`config.mk`:
```
export PLATFORM = sky130hd
export DESIGN_NAME = multicycle_ctrl
export DESIGN_NICKNAME = d
export VERILOG_FILES = /design/src/rtl/cpu_ctrl_pkg.sv /design/src/rtl/multicycle_ctrl.sv
export SDC_FILE = /design/constraint.sdc
export NUM_CORES = 1
export LEC_CHECK = 0
export CAP_MARGIN = 20
export CORE_UTILIZATION = 51
export CTS_CLUSTER_SIZE = 10
export DETAILED_ROUTE_END_ITERATION = 10
export PLACE_DENSITY = 0.85
export SLEW_MARGIN = 15
export SYNTH_ARGS = -nofsm -noshare
export SYNTH_HDL_FRONTEND = slang
export SYNTH_SLANG_ARGS = --single-unit
```
`constraint.sdc`:
```
create_clock -name clk -period 2.58 [get_ports clk]
set_input_delay 0.516 -clock clk [delete_from_list [all_inputs] [get_ports clk]]
set_output_delay 0.516 -clock clk [all_outputs]
set_load 0.01 [all_outputs]
```
`src/rtl/cpu_ctrl_pkg.sv`:
```
// Shared definitions for the multi-cycle CPU control path.
// Holds the control FSM state encoding, the opcodes the controller
// recognises, the datapath select encodings and the ALU control codes
// produced by alu_decoder.
package cpu_ctrl_pkg;

  typedef enum logic [3:0] {
    S_FETCH  = 4'd0,
    S_DECODE = 4'd1,
    S_MEMADR = 4'd2,
    S_MEMRD  = 4'd3,
    S_MEMWB  = 4'd4,
    S_MEMWR  = 4'd5,
    S_EXEC   = 4'd6,
    S_ALUWB  = 4'd7,
    S_ADDIEX = 4'd8,
    S_LOGIEX = 4'd9,
    S_IMMWB  = 4'd10,
    S_BRANCH = 4'd11,
    S_JUMP   = 4'd12
  } state_t;

  localparam logic [5:0] OP_RTYPE = 6'h00;
  localparam logic [5:0] OP_LW    = 6'h23;
  localparam logic [5:0] OP_SW    = 6'h2B;
  localparam logic [5:0] OP_BEQ   = 6'h04;
  localparam logic [5:0] OP_ADDI  = 6'h08;
  localparam logic [5:0] OP_ANDI  = 6'h0C;
  localparam logic [5:0] OP_ORI   = 6'h0D;
  localparam logic [5:0] OP_J     = 6'h02;

  localparam logic [1:0] ALUOP_ADD   = 2'b00;
  localparam logic [1:0] ALUOP_SUB   = 2'b01;
  localparam logic [1:0] ALUOP_FUNCT = 2'b10;
  localparam logic [1:0] ALUOP_LOGI  = 2'b11;

  localparam logic [1:0] SRCB_B      = 2'b00;
  localparam logic [1:0] SRCB_FOUR   = 2'b01;
  localparam logic [1:0] SRCB_IMM    = 2'b10;
  localparam logic [1:0] SRCB_IMMSH2 = 2'b11;

  localparam logic [1:0] PCSRC_ALU    = 2'b00;
  localparam logic [1:0] PCSRC_ALUOUT = 2'b01;
  localparam logic [1:0] PCSRC_JUMP   = 2'b10;

  localparam logic [3:0] ALUCTL_AND = 4'b0000;
  localparam logic [3:0] ALUCTL_OR  = 4'b0001;
  localparam logic [3:0] ALUCTL_ADD = 4'b0010;
  localparam logic [3:0] ALUCTL_SUB = 4'b0110;
  localparam logic [3:0] ALUCTL_SLT = 4'b0111;

  localparam logic [5:0] FN_ADD = 6'h20;
  localparam logic [5:0] FN_SUB = 6'h22;
  localparam logic [5:0] FN_AND = 6'h24;
  localparam logic [5:0] FN_OR  = 6'h25;
  localparam logic [5:0] FN_SLT = 6'h2A;

endpackage

```
`src/rtl/multicycle_ctrl.sv`:
```
// Main control FSM of the multi-cycle CPU. Sequences fetch, decode,
// execute, memory and write-back, driving every datapath select and
// write enable, and counts retired instructions.
// Ports:
//   clk, reset_n (async, active low)
//   opcode, zero, mem_ready                         inputs
//   mem_req, mem_write, iord, ir_write, pc_write    memory / PC / IR control
//   pc_src, alu_src_a, alu_src_b, alu_op, ext_op    datapath selects
//   reg_dst, mem_to_reg, reg_write                  register file control
//   illegal                                         unknown-opcode pulse
//   retired                                         completed instruction count
module multicycle_ctrl
  import cpu_ctrl_pkg::*;
#(
  parameter int OPW  = 6,
  parameter int CNTW = 32
) (
  input  logic            clk,
  input  logic            reset_n,
  input  logic [OPW-1:0]  opcode,
  input  logic            zero,
  input  logic            mem_ready,
  output logic            mem_req,
  output logic            mem_write,
  output logic            iord,
  output logic            ir_write,
  output logic            pc_write,
  output logic [1:0]      pc_src,
  output logic            alu_src_a,
  output logic [1:0]      alu_src_b,
  output logic [1:0]      alu_op,
  output logic            ext_op,
  output logic            reg_dst,
  output logic            mem_to_reg,
  output logic            reg_write,
  output logic            illegal,
  output logic [CNTW-1:0] retired
);

  state_t          state_q, state_d;
  logic [CNTW-1:0] retired_q, retired_d;
  logic            retire;

  // The handshake is masked during reset so that no enable can fire while
  // the block is being held in FETCH.
  logic rdy;
  assign rdy = mem_ready & reset_n;

  always_ff @(posedge clk or negedge reset_n) begin
    if (!reset_n) begin
      state_q   <= S_FETCH;
      retired_q <= '0;
    end else begin
      state_q   <= state_d;
      retired_q <= retired_d;
    end
  end

  always_comb begin
    state_d    = state_q;
    retire     = 1'b0;
    mem_req    = 1'b0;
    mem_write  = 1'b0;
    iord       = 1'b0;
    ir_write   = 1'b0;
    pc_write   = 1'b0;
    pc_src     = PCSRC_ALU;
    alu_src_a  = 1'b0;
    alu_src_b  = SRCB_B;
    alu_op     = ALUOP_ADD;
    ext_op     = 1'b0;
    reg_dst    = 1'b0;
    mem_to_reg = 1'b0;
    reg_write  = 1'b0;
    illegal    = 1'b0;

    case (state_q)
      S_FETCH: begin
        mem_req   = 1'b1;
        alu_src_b = SRCB_FOUR;
        ir_write  = rdy;
        pc_write  = rdy;
        if (rdy) state_d = S_DECODE;
      end
      S_DECODE: begin
        // Branch target PC + (sext(imm) << 2) is computed here speculatively.
        alu_src_b = SRCB_IMMSH2;
        ext_op    = 1'b1;
        if (opcode == OPW'(OP_RTYPE))                              state_d = S_EXEC;
        else if (opcode == OPW'(OP_LW) || opcode == OPW'(OP_SW))   state_d = S_MEMADR;
        else if (opcode == OPW'(OP_BEQ))                           state_d = S_BRANCH;
        else if (opcode == OPW'(OP_ADDI))                          state_d = S_ADDIEX;
        else if (opcode == OPW'(OP_ANDI) || opcode == OPW'(OP_ORI)) state_d = S_LOGIEX;
        else if (opcode == OPW'(OP_J))                             state_d = S_JUMP;
        else begin
          state_d = S_FETCH;
          illegal = 1'b1;
        end
      end
      S_MEMADR: begin
        alu_src_a = 1'b1;
        alu_src_b = SRCB_IMM;
        ext_op    = 1'b1;
        state_d   = (opcode == OPW'(OP_LW)) ? S_MEMRD : S_MEMWR;
      end
      S_MEMRD: begin
        mem_req = 1'b1;
        iord    = 1'b1;
        if (rdy) state_d = S_MEMWB;
      end
      S_MEMWB: begin
        reg_write  = 1'b1;
        mem_to_reg = 1'b1;
        retire     = 1'b1;
        state_d    = S_FETCH;
      end
      S_MEMWR: begin
        mem_req   = 1'b1;
        mem_write = 1'b1;
        iord      = 1'b1;
        if (rdy) begin
          retire  = 1'b1;
          state_d = S_FETCH;
        end
      end
      S_EXEC: begin
        alu_src_a = 1'b1;
        alu_op    = ALUOP_FUNCT;
        state_d   = S_ALUWB;
      end
      S_ALUWB: begin
        reg_write = 1'b1;
        reg_dst   = 1'b1;
        retire    = 1'b1;
        state_d   = S_FETCH;
      end
      S_ADDIEX: begin
        alu_src_a = 1'b1;
        alu_src_b = SRCB_IMM;
        ext_op    = 1'b1;
        state_d   = S_IMMWB;
      end
      S_LOGIEX: begin
        alu_src_a = 1'b1;
        alu_src_b = SRCB_IMM;
        alu_op    = ALUOP_LOGI;
        state_d   = S_IMMWB;
      end
      S_IMMWB: begin
        reg_write = 1'b1;
        retire    = 1'b1;
        state_d   = S_FETCH;
      end
      S_BRANCH: begin
        alu_src_a = 1'b1;
        alu_op    = ALUOP_SUB;
        pc_src    = PCSRC_ALUOUT;
        pc_write  = zero;
        retire    = 1'b1;
        state_d   = S_FETCH;
      end
      S_JUMP: begin
        pc_src   = PCSRC_JUMP;
        pc_write = 1'b1;
        retire   = 1'b1;
        state_d  = S_FETCH;
      end
      default: state_d = S_FETCH;
    endcase

    retired_d = retire ? retired_q + CNTW'(1) : retired_q;
  end

  assign retired = retired_q;

endmodule

```
==> metrics, run 1 <==
gr ovfl total 0; Worst setup EP type output port; drt total wl between 5000 and 6000 um; clock period minus final worst setup slack approximately 2.5 ns; syn_area_per_cell roughly 9.4 um^2; vias in the first global route about 2000; Avg WL per Cell 15.5 um; synthesized area about 0.0021 mm^2; Min-Delay Path Class input pin to asynchronous set/reset pin; max-slew violations 0; Int Pwr approximately 1200 uW; Rel. slew slack 0.680; starting density of the core 0.550; Period Utilization, post-route 0.976; CTS Hold Bufs 0; Core ar. between 0.003 and 0.004 mm^2; EDFF count, synth 0; Logic pwr share 0.397; Yosys warning total 0; n_diodes 0; initial antenna violation count 0; switch share 0.358; NumNets Final 304; Clock Skews between 0.007 and 0.008 ns; Reg power frac 0.385; Post-DRT Antenna Nets 0; Fmax slightly below 400 MHz; port bufs 58; clk slew on worst S/H paths around 0.08 ns; Synth Flop Type dfrtp_1; PD cells 670 mW/mm^2; FP Rows 22; Synth Net Count 232; Design Area, Final slightly below 0.003 mm^2; Syn-to-layout area delta 39.7%; Via density 5.89; outcome complete, no violations; Placed Area roughly 0.0028 mm^2; fillers around 250; Worst-Skew Late Latency just under 0.3 ns; Reg area 905 um^2; Crit Path Max Fanout 13; startpoint types register; Yosys top cell area share 0.435; max_cap viols 0; TritonCTS clock tree yes; fraction of layout cells with a size suffix above 1 0.143; Root Driver clkbuf_8; DRT Pass-1 Iters 4; die footprint between 0.004 and 0.005 mm^2; Ports 59; Final Power 1940 uW; Netlist cell types 46; CP Data Required Time approximately 2.1 ns; worst-margin pin slew approximately 0.48 ns; sw power 695 uW; post-DP HPWL 3850 um; flop2flop setup slack approximately 0.5 ns; RSZ-0062 raised after global routing no; cell taking the most area after synthesis dfrtp_1; CTS Buf Count 5; ranking of synthesized cells by area dfrtp_1 (43%), xnor2_1 (11%), nor2_1 (5.4%); Synth async-reset ratio 1.00; First DRT Iteration DRCs 204; H-tree lvl count 2; Seq/Total Area, Yosys 0.435; Via Count 2015; final setup vio count 0; LEAKAGE between 0.001 and 0.0015 uW; multi-input gate area in the final layout between 0.001 and 0.0015 mm^2; Mapped Cells 221; Setup Crit Path Kind register to output port; Clk pwr share 0.218; Arr. time, crit path approximately 2 ns; Hold Vio Cnt, Final 0; chip width ~66 um; CTS max path bufs 2; die height about 66 um; TritonCTS Sinks 36; pin count of the biggest net entering global routing 39; first-pass GRT wire length about 9000 um; synthesis-stage register bit count 36; # DRC 0; Placer Congestion 0.887; worst vdd ir 426 uV; gr usage total 0.267
## per-layer routing
metal  part of all wire  track usage
met2               0.51        0.436
met5                  0            0
met4              0.020        0.111
met3              0.062       0.0625
met1               0.41        0.336
## final timing paths
check	from	endpoint	cells after the start
worst max-delay path	state_q[1]	ext_op	4
worst min-delay path	reset_n	retired[29]	2
worst max register to register	state_q[2]	retired[7]	6
worst min register to register	retired[31]	retired[31]	1
max in group asynchronous	reset_n	state_q[1]	2
min in group clk	retired[31]	retired[31]	1
## power by group through the flow
stage | Clock [uW] | Combinational, uW | Sequential [uW]
global placement | 0 | 760 | 748
global route | 452 | 828 | 765
detailed placement | 0 | 771 | 751
finish | 422 | 770 | 748
floorplan | 0 | 434 | 700
CTS | 427 | 769 | 744
## metrics by stage
stage / setup WS (ns) / utilization / std cells / hold WS [ns] / setup TNS (ns)
after CTS: 0.00503 / 0.767 / 342 / 0.323 / 0
after floorplan: 0.682 / - / 221 / 0.220 / 0
after global routing: 0.00569 / 0.768 / 342 / 0.339 / 0
after global placement: -0.225 / 0.740 / 334 / 0.456 / -0.360
after detailed placement: -0.311 / 0.740 / 334 / 0.480 / -0.438
final: 0.0622 / 0.768 / 342 / 0.316 / 0
## cells in the final DEF (no fill, tap or decap), types with 3 or more instances in the layout
master and n:
a211oi_1 4, a21oi_1 7, and3_1 4, buf_4 17, clkbuf_8 6, clkdlybuf4s50_1 53, dfrtp_1 33, dfrtp_2 3
inv_1 4, nand2_1 22, nand2b_1 4, nand3_1 7, nand4_1 13, nor2_1 29, nor3_1 4, nor3_2 3
nor4_1 3, xnor2_1 25, xor2_1 8
## logic make-up after synthesis
| family | synth area share |
|---|---|
| flops | 0.435 |
| mux | 0.0151 |
| fa+ha+maj | 0.0109 |
| compound gates | 0.0954 |
| simple gates | 0.275 |
| buf+inv | 0.0302 |
| xor+xnor | 0.139 |
## cell type report
cell class	count	area share
Multi-Input combinational cell	171	0.388
Sequential cell	36	0.312
Timing Repair Buffer	75	0.241
Clock buffer	7	0.0298
Tap cell	48	0.0207
Inverter	4	0.00519
Clock inverter	1	0.00259
## worst max-delay path, stage by stage (launching register included)
cell and delay [ns]:
dfrtp_2 0.46, buf_4 0.20, nand2b_1 0.15, a311oi_1 0.30, clkdlybuf4s50_1 0.60
## cells in the mapped netlist (4+ instances only)
cell and instances:
a211oi_1 4, a21oi_1 7, and3_1 4, buf_2 4, dfrtp_1 36, inv_1 4
nand2_1 22, nand2b_1 4, nand3_1 7, nand4_1 13, nor2_1 30, nor3_1 5
xnor2_1 25, xor2_1 8
## what timing repair did
item                       4_1_cts  5_1_grt
setup buffers                    0        0
gates resized for setup          7        5
pin swaps                        0        1
setup endpoints to repair        5        5
## registers in the layout (all words and copies together) (netlist names)
| signal | count |
|---|---|
| state_q | 4 |
| retired | 32 |
(Power assumes the default switching activity.)
==> inputs of run 2 (changes only) <==
Settings changed: CORE_UTILIZATION 51 to 60, DONT_BUFFER_PORTS set to 1, PLACE_DENSITY 0.85 to 0.76, TNS_END_PERCENT set to 10.
==> metrics, run 2 (synthesis gave the netlist of run 1 again) <==
chip width slightly above 60 um; cell depth of the worst flop-to-flop path 5; worst hold stages 1; clock period minus final worst setup slack around 2.4 ns; Setup Crit Path Kind register to output port; die height roughly 61 um; most frequent cells in the layout dfrtp_1 (34), nor2_1 (30), xnor2_1 (25); TritonCTS clock tree yes; CTS max path bufs 2; Core ar. approximately 0.0032 mm^2; Syn-to-layout area delta 7.24%; Hold Vio Cnt, Final 0; gr usage total 0.251; Arr. time, crit path around 1.9 ns; TritonCTS Sinks 36; Ports 59; Fmax around 420 MHz; Root Driver clkbuf_4; NumNets Final 233; flop2flop setup slack ~0.42 ns; gr ovfl total 0; fraction of layout cells with a size suffix above 1 0.103; initial antenna violation count 0; RSZ-0062 raised after global routing no; r2r endpoint retired[23]; n_diodes 0; worst-margin pin slew between 0.5 and 0.6 ns; Worst setup EP type output port; CTS Buf Count 5; Crit Path Max Fanout 11; Setup TNS 0 ns; starting density of the core 0.658; Final Power approximately 1700 uW; final setup vio count 0; CP Data Required Time between 2 and 2.5 ns; outcome complete, no violations; port bufs 0; Period Utilization, post-route 0.923; H-tree lvl count 2; # DRC 0; Hold Path Origin opcode[4]; pin count of the biggest net entering global routing 37; DRT Pass-1 Iters 4; Post-DRT Antenna Nets 0; Hold Path Sink state_q[1]; Rel. slew slack 0.650; drt total wl roughly 4400 um; non-filler cells, final 267; First DRT Iteration DRCs between 100 and 150; Placer Congestion between 0.7 and 0.8; worst r2r src state_q[3]; Avg WL per Cell 16.5 um; worst vdd ir roughly 380 uV; max reg flops 32; Min-Delay Path Class input pin to register; Placed Area 0.00210 mm^2; Worst-Skew Late Latency around 0.34 ns; Via density roughly 6.4; max_cap viols 0; startpoint types register; commonest non-fill, non-tap cell in the layout dfrtp_1; Clock Skews between 0.01 and 0.015 ns; PD cells around 750 mW/mm^2; max-slew violations 0; clk slew on worst S/H paths 0.12 ns; cell total after placement ~260; die footprint between 0.003 and 0.004 mm^2; fillers 260; Via Count around 1700; vias in the first global route 1541; Design Area, Final about 0.0022 mm^2; post-DP HPWL 3030 um; first-pass GRT wire length around 7000 um; LEAKAGE 0.000963 uW; buffer count from post-CTS setup fixing 0; FP Rows 20
[run 2: worst max-delay path, cell delays in order (launching register included)]
cell and delay, ns:
dfrtp_1 0.52, nand2b_1 0.28, or4_1 0.51, nor2_1 0.21
[run 2: power breakdown]
group	internal, uW	switching [uW]	total [uW]
clock	257	195	452
sequential	621	171	792
combinational	176	252	428
total	1050	618	1670
[run 2: worst max path at each step]
stage,from,to,slack (ns)
floorplan,mem_ready,pc_write,0.68
global placement,state_q[0],illegal,0.53
detailed placement,state_q[2],retired[23],0.39
CTS,state_q[0],illegal,0.05
global route,state_q[1],pc_write,0.11
finish,state_q[1],illegal,0.20
[run 2: metrics by stage]
step           hold slack, ns  setup WS (ns)  utilization
2_1_floorplan           0.220          0.682            -
3_3_place_gp            0.221          0.534        0.665
3_5_place_dp            0.221          0.391        0.665
4_1_cts                 0.250         0.0539        0.704
5_1_grt                 0.247          0.110        0.705
6_report                0.257          0.199        0.705
[run 2: routing by layer]
layer	vias to the layer above	routed length [um]	global-route usage
li1	791	-	-
met4	0	31	0.0617
met3	4	318	0.0704
met5	-	0	0
met2	84	2120	0.416
met1	822	1930	0.327
[run 2: layout make-up]
class | instances | area, um^2 | share of cell area
clock buffers | 7 | 65.1 | 0.0293
clock inverters | 1 | 30.0 | 0.0135
inverters | 4 | 15.0 | 0.00675
multi-input cells | 171 | 1110 | 0.499
flip-flops and latches | 36 | 903 | 0.406
well taps | 44 | 55.1 | 0.0248
repair buffers | 4 | 45.0 | 0.0203
[run 2: what timing repair did]
| item | CTS | global route |
|---|---|---|
| gates resized for setup | 0 | 2 |
| endpoints found under the setup margin | 0 | 2 |
| hold buffers | 2 | 0 |
| hold endpoints to repair | 36 | 0 |
